<file path="config.mk">
export PLATFORM = sky130hd
export DESIGN_NAME = ad9970_ser_emu_flat
export DESIGN_NICKNAME = d
export VERILOG_FILES = /design/src/rtl/ad9970_pkg.sv /design/src/rtl/ad9970_ser_emu_if.sv /design/src/rtl/ad9970_ser_lane.sv /design/src/rtl/ad9970_ser_emu.sv /design/src/flat_wrapper.sv
export SDC_FILE = /design/constraint.sdc
export NUM_CORES = 1
export LEC_CHECK = 0
export CAP_MARGIN = 20
export CORE_MARGIN = 2
export CORE_UTILIZATION = 40
export CTS_CLUSTER_SIZE = 40
export DETAILED_ROUTE_END_ITERATION = 16
export GPL_TIMING_DRIVEN = 0
export PLACE_DENSITY = 0.66
export SLEW_MARGIN = 20
export SYNTH_ARGS = -nofsm -noshare
export SYNTH_HDL_FRONTEND = slang
export SYNTH_SLANG_ARGS = --single-unit
</file>
<file path="constraint.sdc">
create_clock -name clk -period 1.9 [get_ports clk]
set_input_delay 0.285 -clock clk [delete_from_list [all_inputs] [get_ports clk]]
set_output_delay 0.285 -clock clk [all_outputs]
set_load 0.05 [all_outputs]
</file>
<file path="src/rtl/ad9970_pkg.sv">
// Shared constants, state encoding and width helper for the AD9970 serial-lane emulator.
package ad9970_pkg;

    localparam string SerFirstLsb = "LSB";
    localparam string SerFirstMsb = "MSB";
    localparam string EndLittle   = "LITTLE";
    localparam string EndBig      = "BIG";

    typedef enum logic [0:0] {
        StTrain = 1'b0,
        StData  = 1'b1
    } ser_state_e;

    // Ceiling log2, never below 1 so it can size a counter directly.
    function automatic int unsigned clog2(input int unsigned value);
        int unsigned res;
        res = 0;
        while ((32'd1 << res) < value) begin
            res++;
        end
        return (res == 0) ? 1 : res;
    endfunction

endpackage

</file>
<file path="src/rtl/ad9970_ser_emu_if.sv">
// Parallel-word source / serial-lane bundle between a data source and the emulator.
interface ad9970_ser_emu_if #(
    parameter int unsigned CHANNEL_NUM = 4,
    parameter int unsigned DESER_WIDTH = 6
);
    logic [CHANNEL_NUM*DESER_WIDTH-1:0] iv_data;
    logic                               i_data_valid;
    logic                               o_data_ready;
    logic                               i_train_req;
    logic [CHANNEL_NUM-1:0]             ov_ser_data;
    logic                               o_word_start;
    logic                               o_training;

    modport master (
        output iv_data, i_data_valid, i_train_req,
        input  o_data_ready, ov_ser_data, o_word_start, o_training
    );

    modport slave (
        input  iv_data, i_data_valid, i_train_req,
        output o_data_ready, ov_ser_data, o_word_start, o_training
    );
endinterface

</file>
<file path="src/rtl/ad9970_ser_lane.sv">
// One serial lane: loads a word at a boundary and shifts it out one bit per clock.
module ad9970_ser_lane #(
    parameter int unsigned DESER_WIDTH = 6,
    parameter bit          MSB_FIRST   = 1'b0
) (
    input  logic                   clk_i,
    input  logic                   reset_i,
    input  logic                   load_i,
    input  logic [DESER_WIDTH-1:0] word_i,
    output logic                   ser_o
);

    // sr_q holds the bits still to be sent after the one currently on ser_q.
    logic [DESER_WIDTH-1:0] sr_q, sr_d;
    logic                   ser_q, ser_d;

    always_comb begin
        sr_d  = sr_q;
        ser_d = ser_q;
        if (load_i) begin
            if (MSB_FIRST) begin
                ser_d = word_i[DESER_WIDTH-1];
                sr_d  = word_i << 1;
            end else begin
                ser_d = word_i[0];
                sr_d  = word_i >> 1;
            end
        end else begin
            if (MSB_FIRST) begin
                ser_d = sr_q[DESER_WIDTH-1];
                sr_d  = sr_q << 1;
            end else begin
                ser_d = sr_q[0];
                sr_d  = sr_q >> 1;
            end
        end
    end

    always_ff @(posedge clk_i) begin
        if (reset_i) begin
            sr_q  <= '0;
            ser_q <= 1'b0;
        end else begin
            sr_q  <= sr_d;
            ser_q <= ser_d;
        end
    end

    assign ser_o = ser_q;

endmodule

</file>
<file path="src/rtl/ad9970_ser_emu.sv">
// AD9970 LVDS lane emulator: training bursts, then handshaked parallel words serialised per lane.
module ad9970_ser_emu
    import ad9970_pkg::*;
#(
    parameter string                  SER_FIRST_BIT = "LSB",
    parameter string                  END_STYLE     = "LITTLE",
    parameter int unsigned            CHANNEL_NUM   = 4,
    parameter int unsigned            DESER_WIDTH   = 6,
    parameter logic [DESER_WIDTH-1:0] TRAIN_PATTERN = 6'b000111,
    parameter int unsigned            TRAIN_WORDS   = 16,
    parameter logic [DESER_WIDTH-1:0] IDLE_WORD     = 6'b000000
) (
    input logic                clk,
    input logic                reset,
    ad9970_ser_emu_if.slave    bus
);

    localparam int unsigned BitCntW   = clog2(DESER_WIDTH);
    localparam int unsigned TrainCntW = clog2(TRAIN_WORDS + 1);
    localparam logic [BitCntW-1:0]   LastBit   = BitCntW'(DESER_WIDTH - 1);
    localparam logic [TrainCntW-1:0] TrainLast = TrainCntW'(TRAIN_WORDS);
    localparam bit MsbFirst = (SER_FIRST_BIT == SerFirstMsb);
    localparam bit BigEnd   = (END_STYLE == EndBig);

    ser_state_e             state_q;
    logic [BitCntW-1:0]     bit_cnt_q;
    logic [TrainCntW-1:0]   train_cnt_q;
    logic                   train_pend_q;
    logic                   word_start_q;
    logic                   training_q;

    logic                   boundary;
    logic                   pend_now;
    logic                   ready;
    logic                   accept;
    logic                   train_load;
    logic [TrainCntW-1:0]   train_cnt_inc;
    logic [CHANNEL_NUM-1:0] ser;

    assign boundary   = (bit_cnt_q == LastBit);
    assign pend_now   = train_pend_q | bus.i_train_req;
    assign ready      = !reset && (state_q == StData) && boundary && !train_pend_q;
    // A training request landing on the boundary wins over a word accepted in that cycle.
    assign accept     = bus.i_data_valid && ready && !bus.i_train_req;
    assign train_load = pend_now || (state_q == StTrain);

    always_comb begin
        train_cnt_inc = (pend_now ? TrainCntW'(0) : train_cnt_q) + TrainCntW'(1);
    end

    always_ff @(posedge clk) begin
        if (reset) begin
            state_q      <= StTrain;
            bit_cnt_q    <= LastBit;
            train_cnt_q  <= '0;
            train_pend_q <= 1'b0;
            word_start_q <= 1'b0;
            training_q   <= 1'b0;
        end else if (boundary) begin
            bit_cnt_q    <= '0;
            word_start_q <= 1'b1;
            training_q   <= train_load;
            train_pend_q <= 1'b0;
            if (train_load) begin
                if (train_cnt_inc == TrainLast) begin
                    state_q     <= StData;
                    train_cnt_q <= '0;
                end else begin
                    state_q     <= StTrain;
                    train_cnt_q <= train_cnt_inc;
                end
            end
        end else begin
            bit_cnt_q    <= bit_cnt_q + BitCntW'(1);
            word_start_q <= 1'b0;
            train_pend_q <= pend_now;
        end
    end

    for (genvar k = 0; k < CHANNEL_NUM; k++) begin : g_lane
        localparam int Slice = BigEnd ? (int'(CHANNEL_NUM) - 1 - k) : k;
        logic [DESER_WIDTH-1:0] word;

        always_comb begin
            word = IDLE_WORD;
            if (train_load) begin
                word = TRAIN_PATTERN;
            end else if (accept) begin
                word = bus.iv_data[Slice*DESER_WIDTH +: DESER_WIDTH];
            end
        end

        ad9970_ser_lane #(
            .DESER_WIDTH (DESER_WIDTH),
            .MSB_FIRST   (MsbFirst)
        ) u_lane (
            .clk_i   (clk),
            .reset_i (reset),
            .load_i  (boundary),
            .word_i  (word),
            .ser_o   (ser[k])
        );
    end

    assign bus.o_data_ready = ready;
    assign bus.ov_ser_data  = ser;
    assign bus.o_word_start = word_start_q;
    assign bus.o_training   = training_q;

endmodule

</file>
<file path="src/flat_wrapper.sv">
// flat-port wrapper written by rule: the top's interface ports become plain ports
module ad9970_ser_emu_flat import ad9970_pkg::*;
#(
    parameter string                  SER_FIRST_BIT = "   ",
    parameter string                  END_STYLE     = "      ",
    parameter int unsigned            CHANNEL_NUM   = 4,
    parameter int unsigned            DESER_WIDTH   = 6,
    parameter logic [DESER_WIDTH-1:0] TRAIN_PATTERN = 6'b000111,
    parameter int unsigned            TRAIN_WORDS   = 16,
    parameter logic [DESER_WIDTH-1:0] IDLE_WORD     = 6'b000000
)
  (clk, reset, bus_iv_data, bus_i_data_valid, bus_i_train_req, bus_o_data_ready, bus_ov_ser_data, bus_o_word_start, bus_o_training);
  ad9970_ser_emu_if #(.CHANNEL_NUM(CHANNEL_NUM), .DESER_WIDTH(DESER_WIDTH)) bus_i ();
  input logic clk;
  input logic reset;
  input wire logic [$bits(bus_i.iv_data)-1:0] bus_iv_data;
  input wire logic [$bits(bus_i.i_data_valid)-1:0] bus_i_data_valid;
  input wire logic [$bits(bus_i.i_train_req)-1:0] bus_i_train_req;
  output wire logic [$bits(bus_i.o_data_ready)-1:0] bus_o_data_ready;
  output wire logic [$bits(bus_i.ov_ser_data)-1:0] bus_ov_ser_data;
  output wire logic [$bits(bus_i.o_word_start)-1:0] bus_o_word_start;
  output wire logic [$bits(bus_i.o_training)-1:0] bus_o_training;
  assign bus_i.iv_data = bus_iv_data;
  assign bus_i.i_data_valid = bus_i_data_valid;
  assign bus_i.i_train_req = bus_i_train_req;
  assign bus_o_data_ready = bus_i.o_data_ready;
  assign bus_ov_ser_data = bus_i.ov_ser_data;
  assign bus_o_word_start = bus_i.o_word_start;
  assign bus_o_training = bus_i.o_training;
  ad9970_ser_emu #(.SER_FIRST_BIT(SER_FIRST_BIT), .END_STYLE(END_STYLE), .CHANNEL_NUM(CHANNEL_NUM), .DESER_WIDTH(DESER_WIDTH), .TRAIN_PATTERN(TRAIN_PATTERN), .TRAIN_WORDS(TRAIN_WORDS), .IDLE_WORD(IDLE_WORD)) u_core (.clk(clk), .reset(reset), .bus(bus_i));
endmodule
</file>
; Yosys cells after proc, flatten, opt, wreduce, memory -nomap -nowiden
; Cells that the tools add are included.
; Widths: inputs -> output; s select.
[classes]
n_addsub = 2
mul = 0
div_mod_pow = 0
n_lt_le_gt_ge = 0
eq_ne = 2
shifts = 0
mux = 21
n_bitwise = 2
n_reduce_logical = 11
[op_table]
columns = op, count
row1 = $mux 6, 8
row2 = $mux 5, 6
row3 = $mux 1, 6
row4 = $add 5x1->5 const B, 1
row5 = $eq 5x5->1 const B, 1
row6 = $logic_and 1x1->1, 5
row7 = $add 3x1->3 const B, 1
row8 = $eq 3x3->1 const B, 1
row9 = $logic_not 1->1, 3
row10 = $mux 3, 1
row11 = $reduce_and 2->1, 1
row12 = $reduce_or 2->1, 1
row13 = $logic_or 1x1->1, 1
row14 = $not 1->1, 1
row15 = $or 1x1->1, 1
[totals]
reg_bits = 40
latchBits = 0
mem_bits_rw = 0
rom_bits = 0
input_bits = 28
out_inout_bits = 7
mem_count = 0

; Logic depth before layout (Yosys ltp)
; Gate-level depths: netlist (run 1).
[depth]
depth_word = 9
mapped_depth = 8
mapped_depth_nobuf = 6

; Cells and area by module
; Synthesis (run 1) repeated with hierarchy kept, for this count alone.
[hier_totals]
hier_cells = 156
area_unflattened_um2 = 1554.0
[by_module_without_submodules]
columns = module, n_inst, cells_per_inst, area_per_inst_um2
row1 = ad9970_ser_lane, 4, 18, 210.2
row2 = ad9970_ser_emu, 1, 84, 713.2

; Worst setup path after synthesis (run 1)
; OpenSTA, ideal clock, no wires.
[synth_path]
path_type = reg-to-output
from = register u_core.bit_cnt_q[0]
to = output bus_o_data_ready
arrival_ps = 2219
path_slack_ps = -604
path_stages_with_launch = 5
n_path_buf = 1
cell_sequence = dfxtp_1 > ha_1 > nand2_1 > clkbuf_1 > nor4_1
[synth_via]
elab_chain_len = 3
[synth_rtl]
columns = item, line_no
row1 = from (decl), ad9970_ser_emu.sv:26  ; logic [BitCntW-1:0] bit_cnt_q;
row2 = from (signal assigned), ad9970_ser_emu.sv:54  ; bit_cnt_q <= LastBit;
row3 = from (signal assigned), ad9970_ser_emu.sv:74  ; bit_cnt_q <= bit_cnt_q + BitCntW'(1);
row4 = $eq 3x3->1, ad9970_ser_emu.sv:40  ; assign boundary = (bit_cnt_q == LastBit);
row5 = $logic_and 1x1->1 (2 in series), ad9970_ser_emu.sv:42  ; assign ready = !reset && (state_q == StData) && boundary && !train_pend_q;
row6 = to (decl), flat_wrapper.sv:19  ; output wire logic [$bits(bus_i.o_data_ready)-1:0] bus_o_data_ready;
; Every way passes these cells.

; Worst setup path after layout (run 1)
; Ends and elaborated chain as after synthesis.

==> results of run 1 <==
## what timing repair did
action                     4_1_cts  5_1_grt
setup endpoints to repair        1       17
gates resized for setup          7        7
hold buffers                     0        0
buffers inserted                 0        0
## metrics by stage
step	instances	power, uW	utilization (%)
floorplan	175	1149	-
global placement	256	1297	52.99
detailed placement	256	1313	52.99
CTS	264	1978	55.97
global route	264	2069	56.38
finish	264	1975	56.38
## cell families after synthesis
kind of cell | synth area share [%]
compound gates | 21.49
flops | 46.53
simple gates | 21.33
fa+ha+maj | 2.424
buf+inv | 7.108
xor+xnor | 1.131
## path summary, 6_finish.rpt
| path | startpoint | endpoint | slack, ns | cells past startpoint |
|---|---|---|---|---|
| worst min register to register | u_core.g_lane[1].u_lane.sr_q[2] | u_core.g_lane[1].u_lane.sr_q[1] | 0.48 | 2 |
| worst max-delay path | u_core.bit_cnt_q[0] | bus_o_data_ready | 0.1 | 5 |
| worst max register to register | u_core.bit_cnt_q[0] | u_core.g_lane[2].u_lane.ser_o | 0.20 | 7 |
| worst min-delay path | u_core.g_lane[1].u_lane.sr_q[2] | u_core.g_lane[1].u_lane.sr_q[1] | 0.48 | 2 |
## registers in the layout, summed over array words and instances, names as in the netlist
signal / count
u_core.g_lane.u_lane.ser_o: 4
u_core.train_cnt_q: 5
u_core.state_q: 1
u_core.bus.o_word_start: 1
u_core.g_lane.u_lane.sr_q: 20
u_core.bus.o_training: 1
u_core.train_pend_q: 1
u_core.bit_cnt_q: 3
## power by group
part | internal, uW | total [uW] | switching [uW]
clock network | 388 | 673 | 284
logic | 187 | 452 | 265
registers | 820 | 850 | 30.5
## metal layers
metal	vias up	global-route usage, %	routed length, um
met3	2	5.792	190
met5	-	0	0
met4	0	4.592	24
met2	38	31.13	1796
li1	696	-	-
met1	650	22.33	1703
## area by class of cell
cell class	instances	share of cell area [%]
Clock buffer	5	3.309
Sequential cell	36	34.66
Buffer	19	4.994
Timing Repair Buffer	33	15.94
Tap cell	48	2.888
Clock inverter	3	2.046
Inverter	3	0.5415
Multi-Input combinational cell	117	35.62
## layout by cell type, fill, tap and decap left out, types with 2 or more instances in the layout
master           instances
nor2_1                  24
clkbuf_1                 7
a21oi_1                  3
a211oi_1                12
o21ai_1                  2
a41oi_1                  9
a21boi_0                 9
clkbuf_8                 5
buf_4                    6
nor3_1                   6
buf_2                    4
ha_1                     3
a31oi_1                  3
clkdlybuf4s50_1         32
dfxtp_1                 36
or4_1                    2
nand3b_1                 2
nand3_1                  2
and2_1                   7
inv_1                    3
nand2_1                 16
## critical path, cell delays in order (launching register included)
cell      delay (ns)
dfxtp_1         0.37
ha_1            0.19
nand2_1         0.10
clkbuf_4        0.21
nor4_4          0.16
buf_6           0.19
==> flow_summary.yaml, run 1 <==
place:
  portBuffers: 33
  place_area_mm2: 0.001954
  place.gp.congestion: 0.8281
  preCtsSetupSlack_ns: -0.3266
  dp_hpwl_mm: 2.700
sta:
  whs_ns: 0.4840
  finalSetupTns_ns: 0
  max_slew_margin_pct: 62.87
  period_needed_ns: 1.804
  fmax_mhz: 554.3
  fin_skew_ns: 0.005882
  layout_worst_path_cycle_share_pct: 94.96
  setup_viol: 0
  slew_violations: 0
  finalHoldViolCount: 0
  worst_slack_ns: 0.09583
  rsz0062_at_grt: "false"
  worstMarginPinSlew_ns: 0.5570
synthesis:
  syn_inst: 175
  async_reset_ff_share_pct: 0
  ys_warn_count: 0
  synth_most_common_cell: "dfxtp_1"
  synth_edf_count: 0
  syn-num-nets: 206
  synth-seq-cells: 36
  synth_area_per_cell_um2: 8.851
  synth_largest_area_cell: "dfxtp_1"
  ys_types: 35
  synthTopCellsByArea: "dfxtp_1 (47%), nor2_1 (6.1%), a211oi_1 (5.8%)"
  ys.flop_type: "dfxtp_1"
  yosys.area.top_type_share_pct: 46.53
  ys_seq_area_share_pct: 46.53
  syn_area_mm2: 0.001549
  synth_commonest_cells: "dfxtp_1 (36), nor2_1 (25), nand2_1 (16)"
global_routing:
  grt_max_degree: 13
  antenna_found_initial: 0
  grt_pass1_vias: 1309
  grt_remaining_overflow: 0
  grt_usage_pct: 18.32
  grt_pass1_wl_mm: 6.051
route:
  post-route-drc-count: 0
  firstDrtPassIters: 4
  detail_route.wl_per_cell_um: 14.07
  detail_route.vias_per_cell: 5.250
  drtIter0Drc: 48
  routed-via-count: 1386
  postRouteAntennaNets: 0
  routed_wl_mm: 3.715
layout:
  n_antenna_cell: 0
  seqCellArea_um2: 720.7
  multi_input_area_um2: 740.7
  syn_to_final_growth_pct: 34.25
  fin_area_mm2: 0.002079
  fill_cells: 344
  nets: 246
  layout-drive-gt1-share_pct: 11.57
pwr:
  p_per_area_mw_per_mm2: 949.6
  p_leak_uw: 0.0007634
  peakVddDrop_mv: 0.6345
worst_setup_path:
  arrival_ns: 1.52
  path_max_fanout: 10
  endpoint_kind: "output port"
  crit_type: "reg -> out"
  cp-start-kind: "flip-flop"
  crit_required_ns: 1.62
floorplan:
  start_util_pct: 41.99
  die-area_mm2: 0.004386
  rows: 22
  die_h_um: 66.23
  die_w_um: 66.23
  io_pins: 35
  core_area_mm2: 0.003689
clock_network:
  clockBufferDepth: 2
  cts_num_sinks: 36
  cts.clk_slew.worst_paths_ns: 0.08
  cts-root-buf: "clkbuf_8"
  clkLatencyLatePin_ns: 0.29
  cts.htree.levels: 2
  cts_buffers: 5
  cts_tree: "yes"
hold_path:
  hp-class: "reg -> reg"
run:
  cap_violations: 0
run_status:
  status: "finished, final reports clean"
No activity file was read; power rests on OpenSTA's default activity.
==> inputs of run 2 (changes only) <==
--- a/config.mk
+++ b/config.mk
@@ -5,7 +5,7 @@
 export SDC_FILE = /design/constraint.sdc
 export NUM_CORES = 1
 export LEC_CHECK = 0
-export CAP_MARGIN = 20
+export CAP_MARGIN = 10
 export CORE_MARGIN = 2
 export CORE_UTILIZATION = 40
 export CTS_CLUSTER_SIZE = 40
==> results of run 2 <==
Same layout as run 1: the final DEF is identical, and so are final timing and power.
==> inputs of run 3 (changes only) <==
--- a/config.mk
+++ b/config.mk
@@ -7,11 +7,11 @@
 export LEC_CHECK = 0
 export CAP_MARGIN = 10
 export CORE_MARGIN = 2
-export CORE_UTILIZATION = 40
+export CORE_UTILIZATION = 49
 export CTS_CLUSTER_SIZE = 40
 export DETAILED_ROUTE_END_ITERATION = 16
 export GPL_TIMING_DRIVEN = 0
-export PLACE_DENSITY = 0.66
+export PLACE_DENSITY = 0.78
 export SLEW_MARGIN = 20
 export SYNTH_ARGS = -nofsm -noshare
 export SYNTH_HDL_FRONTEND = slang
==> constraint.sdc (replaced) <==
create_clock -name clk -period 1.8 [get_ports clk]
set_input_delay 0.27 -clock clk [delete_from_list [all_inputs] [get_ports clk]]
set_output_delay 0.27 -clock clk [all_outputs]
set_load 0.05 [all_outputs]
==> run 3 against run 2 <==
Net effect:
- the flow now finishes with violations (negative setup slack)
- combinational power increased by 12%
- non-clock buffer count up 3
- first-iteration DRC count up 15%
- die area down 17%
- cell count shrank 0.38%
- total power decreased by 4.9%
- via count is 3.1% higher
- largest power group unchanged
- highest routed layer unchanged
==> flow_summary.yaml, run 3 (same netlist as run 1, synthesis figures left out) <==
worst_setup_path:
  cp-start-kind: "flip-flop"
  crit_type: "reg -> out"
  endpoint_kind: "output port"
  rr_worst_depth: 6
  path_buf_inv: 3
  crit_end: "bus_o_data_ready"
  crit_slowest_cell: "dfxtp_2"
  cpPeakStageDelay_ns: 0.34
  path_max_fanout: 3
  cp_top_family: "buffers and inverters"
  rr_endpoint: "u_core.g_lane[0].u_lane.sr_q[1]"
  startpoint: "u_core.bit_cnt_q[1]"
  rr_startpoint: "u_core.bit_cnt_q[2]"
  ff2ff_setup_slack_ns: 0.07
  cp_num_cells: 6
  crit_required_ns: 1.53
  path_cells: "inv_2 -> ha_4 -> nand2_4 -> buf_8 -> nor4_4 -> buf_6"
  arrival_ns: 1.53
clock_network:
  postCtsHoldBufs: 0
  clockBufferDepth: 2
  clkLatencyLatePin_ns: 0.35
  cts_num_sinks: 36
  cts_buffers: 5
  cts_tree: "yes"
  cts.clk_slew.worst_paths_ns: 0.11
  cts.htree.levels: 2
  cts-root-buf: "clkbuf_4"
layout:
  layout_commonest_cell: "dfxtp_1"
  largest_reg_flops: 20
  largest_register: "u_core.g_lane.u_lane.sr_q"
  syn_to_final_growth_pct: 33.84
  instances_no_fill: 263
  utilization_pct: 68.47
  n_antenna_cell: 0
  nets: 249
  fin_area_mm2: 0.002073
  seqCellArea_um2: 725.7
  mostFrequentLayoutCells: "dfxtp_1 (34), clkdlybuf4s50_1 (27), nor2_1 (24)"
  layout-drive-gt1-share_pct: 14.61
  multi_input_area_um2: 755.7
  fill_cells: 264
place:
  place.gp.congestion: 0.7947
  placed_cells: 252
  portBuffers: 33
  preCtsSetupSlack_ns: -0.3875
  place_area_mm2: 0.001949
  dp_hpwl_mm: 2.529
hold_path:
  hold_depth: 4
  hp-class: "in -> reg"
floorplan:
  die-area_mm2: 0.003627
  core_area_mm2: 0.003028
  io_pins: 35
  die_h_um: 60.23
  rows: 20
  die_w_um: 60.23
  start_util_pct: 51.16
route:
  routed_wl_mm: 3.699
  firstDrtPassIters: 4
  post-route-drc-count: 0
  drtIter0Drc: 55
  postRouteAntennaNets: 0
  detail_route.wl_per_cell_um: 14.06
  detail_route.vias_per_cell: 5.433
  routed-via-count: 1429
sta:
  fin_skew_ns: 0.01138
  max_slew_margin_pct: 63.44
  worst_slack_ns: -0.001406
  period_needed_ns: 1.801
  worstMarginPinSlew_ns: 0.5484
  finalHoldViolCount: 0
  fmax_mhz: 555.1
  layout_worst_path_cycle_share_pct: 100.1
  setup_viol: 1
  rsz0062_at_grt: "true"
  slew_violations: 0
pwr:
  peakVddDrop_mv: 0.4666
  pwr-share-comb_pct: 26.9
  p_int_uw: 1276
  p_sw_share_pct: 32.08
  clkPwrFrac_pct: 25.0
  p_per_area_mw_per_mm2: 906.2
  pwr-share-seq_pct: 48.0
  power.switching_uw: 602.7
  p_leak_uw: 0.0007889
global_routing:
  grt_usage_pct: 22.32
  grt_max_degree: 12
  grt_pass1_wl_mm: 5.940
  grt_remaining_overflow: 0
  antenna_found_initial: 0
  grt_pass1_vias: 1389
run:
  cap_violations: 0
run_status:
  status: "finished with violations"
  violations: "negative setup slack"
[run 3: changes by cell type in the layout (fill, tap and decap cells not counted), moves of 2 or more]
cell             change
buf_4                +3
clkbuf_4             +4
clkbuf_8             -4
clkdlybuf4s50_1      -5
dfxtp_1              -2
dlygate4sd2_1        +4
[run 3: layout make-up]
class	instances	area share, %
Tap cell	44	2.655
Multi-Input combinational cell	117	36.45
Timing Repair Buffer	36	16.96
Inverter	3	0.5431
Sequential cell	36	35.00
Clock inverter	1	0.3621
Buffer	19	5.371
Clock buffer	7	2.655
[run 3: metal layers]
| layer | up-vias | routed length (um) | track usage (%) |
|---|---|---|---|
| met5 | - | 0 | 0 |
| met4 | 0 | 63 | 8.889 |
| met3 | 9 | 211 | 7.576 |
| met2 | 48 | 1777 | 37.73 |
| met1 | 667 | 1647 | 25.70 |
| li1 | 705 | - | - |
[run 3: power groups by stage]
stage / combinational [uW] / sequential [uW] / clock, uW
after global placement: 450 / 912 / 0
final: 506 / 903 / 470
after detailed placement: 461 / 915 / 0
after CTS: 464 / 897 / 483
after global routing: 555 / 911 / 512
after floorplan: 280 / 932 / 0
[run 3: what timing repair did]
| action | CTS | global route |
|---|---|---|
| hold endpoints to repair | 0 | 0 |
| buffers inserted | 0 | 3 |
| pin swaps | 0 | 1 |
| resized for setup | 16 | 11 |
| setup endpoints to repair | 11 | 12 |
[run 3: how the worst min path moves through the flow]
| stage | slack (ns) | endpoint | start |
|---|---|---|---|
| 2_1_floorplan | 0.39 | u_core.g_lane[0].u_lane.sr_q[4] | bus_iv_data[5] |
| 3_3_place_gp | 0.46 | u_core.bit_cnt_q[0] | u_core.bit_cnt_q[0] |
| 3_5_place_dp | 0.48 | u_core.bit_cnt_q[0] | u_core.bit_cnt_q[0] |
| 4_1_cts | 0.40 | u_core.train_cnt_q[4] | reset |
| 5_1_grt | 0.45 | u_core.train_cnt_q[4] | reset |
| 6_report | 0.43 | u_core.train_cnt_q[4] | reset |
[run 3: worst min-delay path, cell delays in order]
cell and delay (ns):
clkbuf_1 0.18, nor2b_1 0.14, o21ai_1 0.09, o31ai_2 0.06
[run 3: metrics by stage]
| stage | hold WS (ns) | setup TNS, ns | total power (uW) |
|---|---|---|---|
| floorplan | 0.3917 | 0 | 1213 |
| global route | 0.4478 | -0.2947 | 1978 |
| global placement | 0.4615 | -1.997 | 1362 |
| detailed placement | 0.4765 | -2.496 | 1377 |
| CTS | 0.4038 | -0.02260 | 1844 |
| finish | 0.4255 | -0.001406 | 1879 |
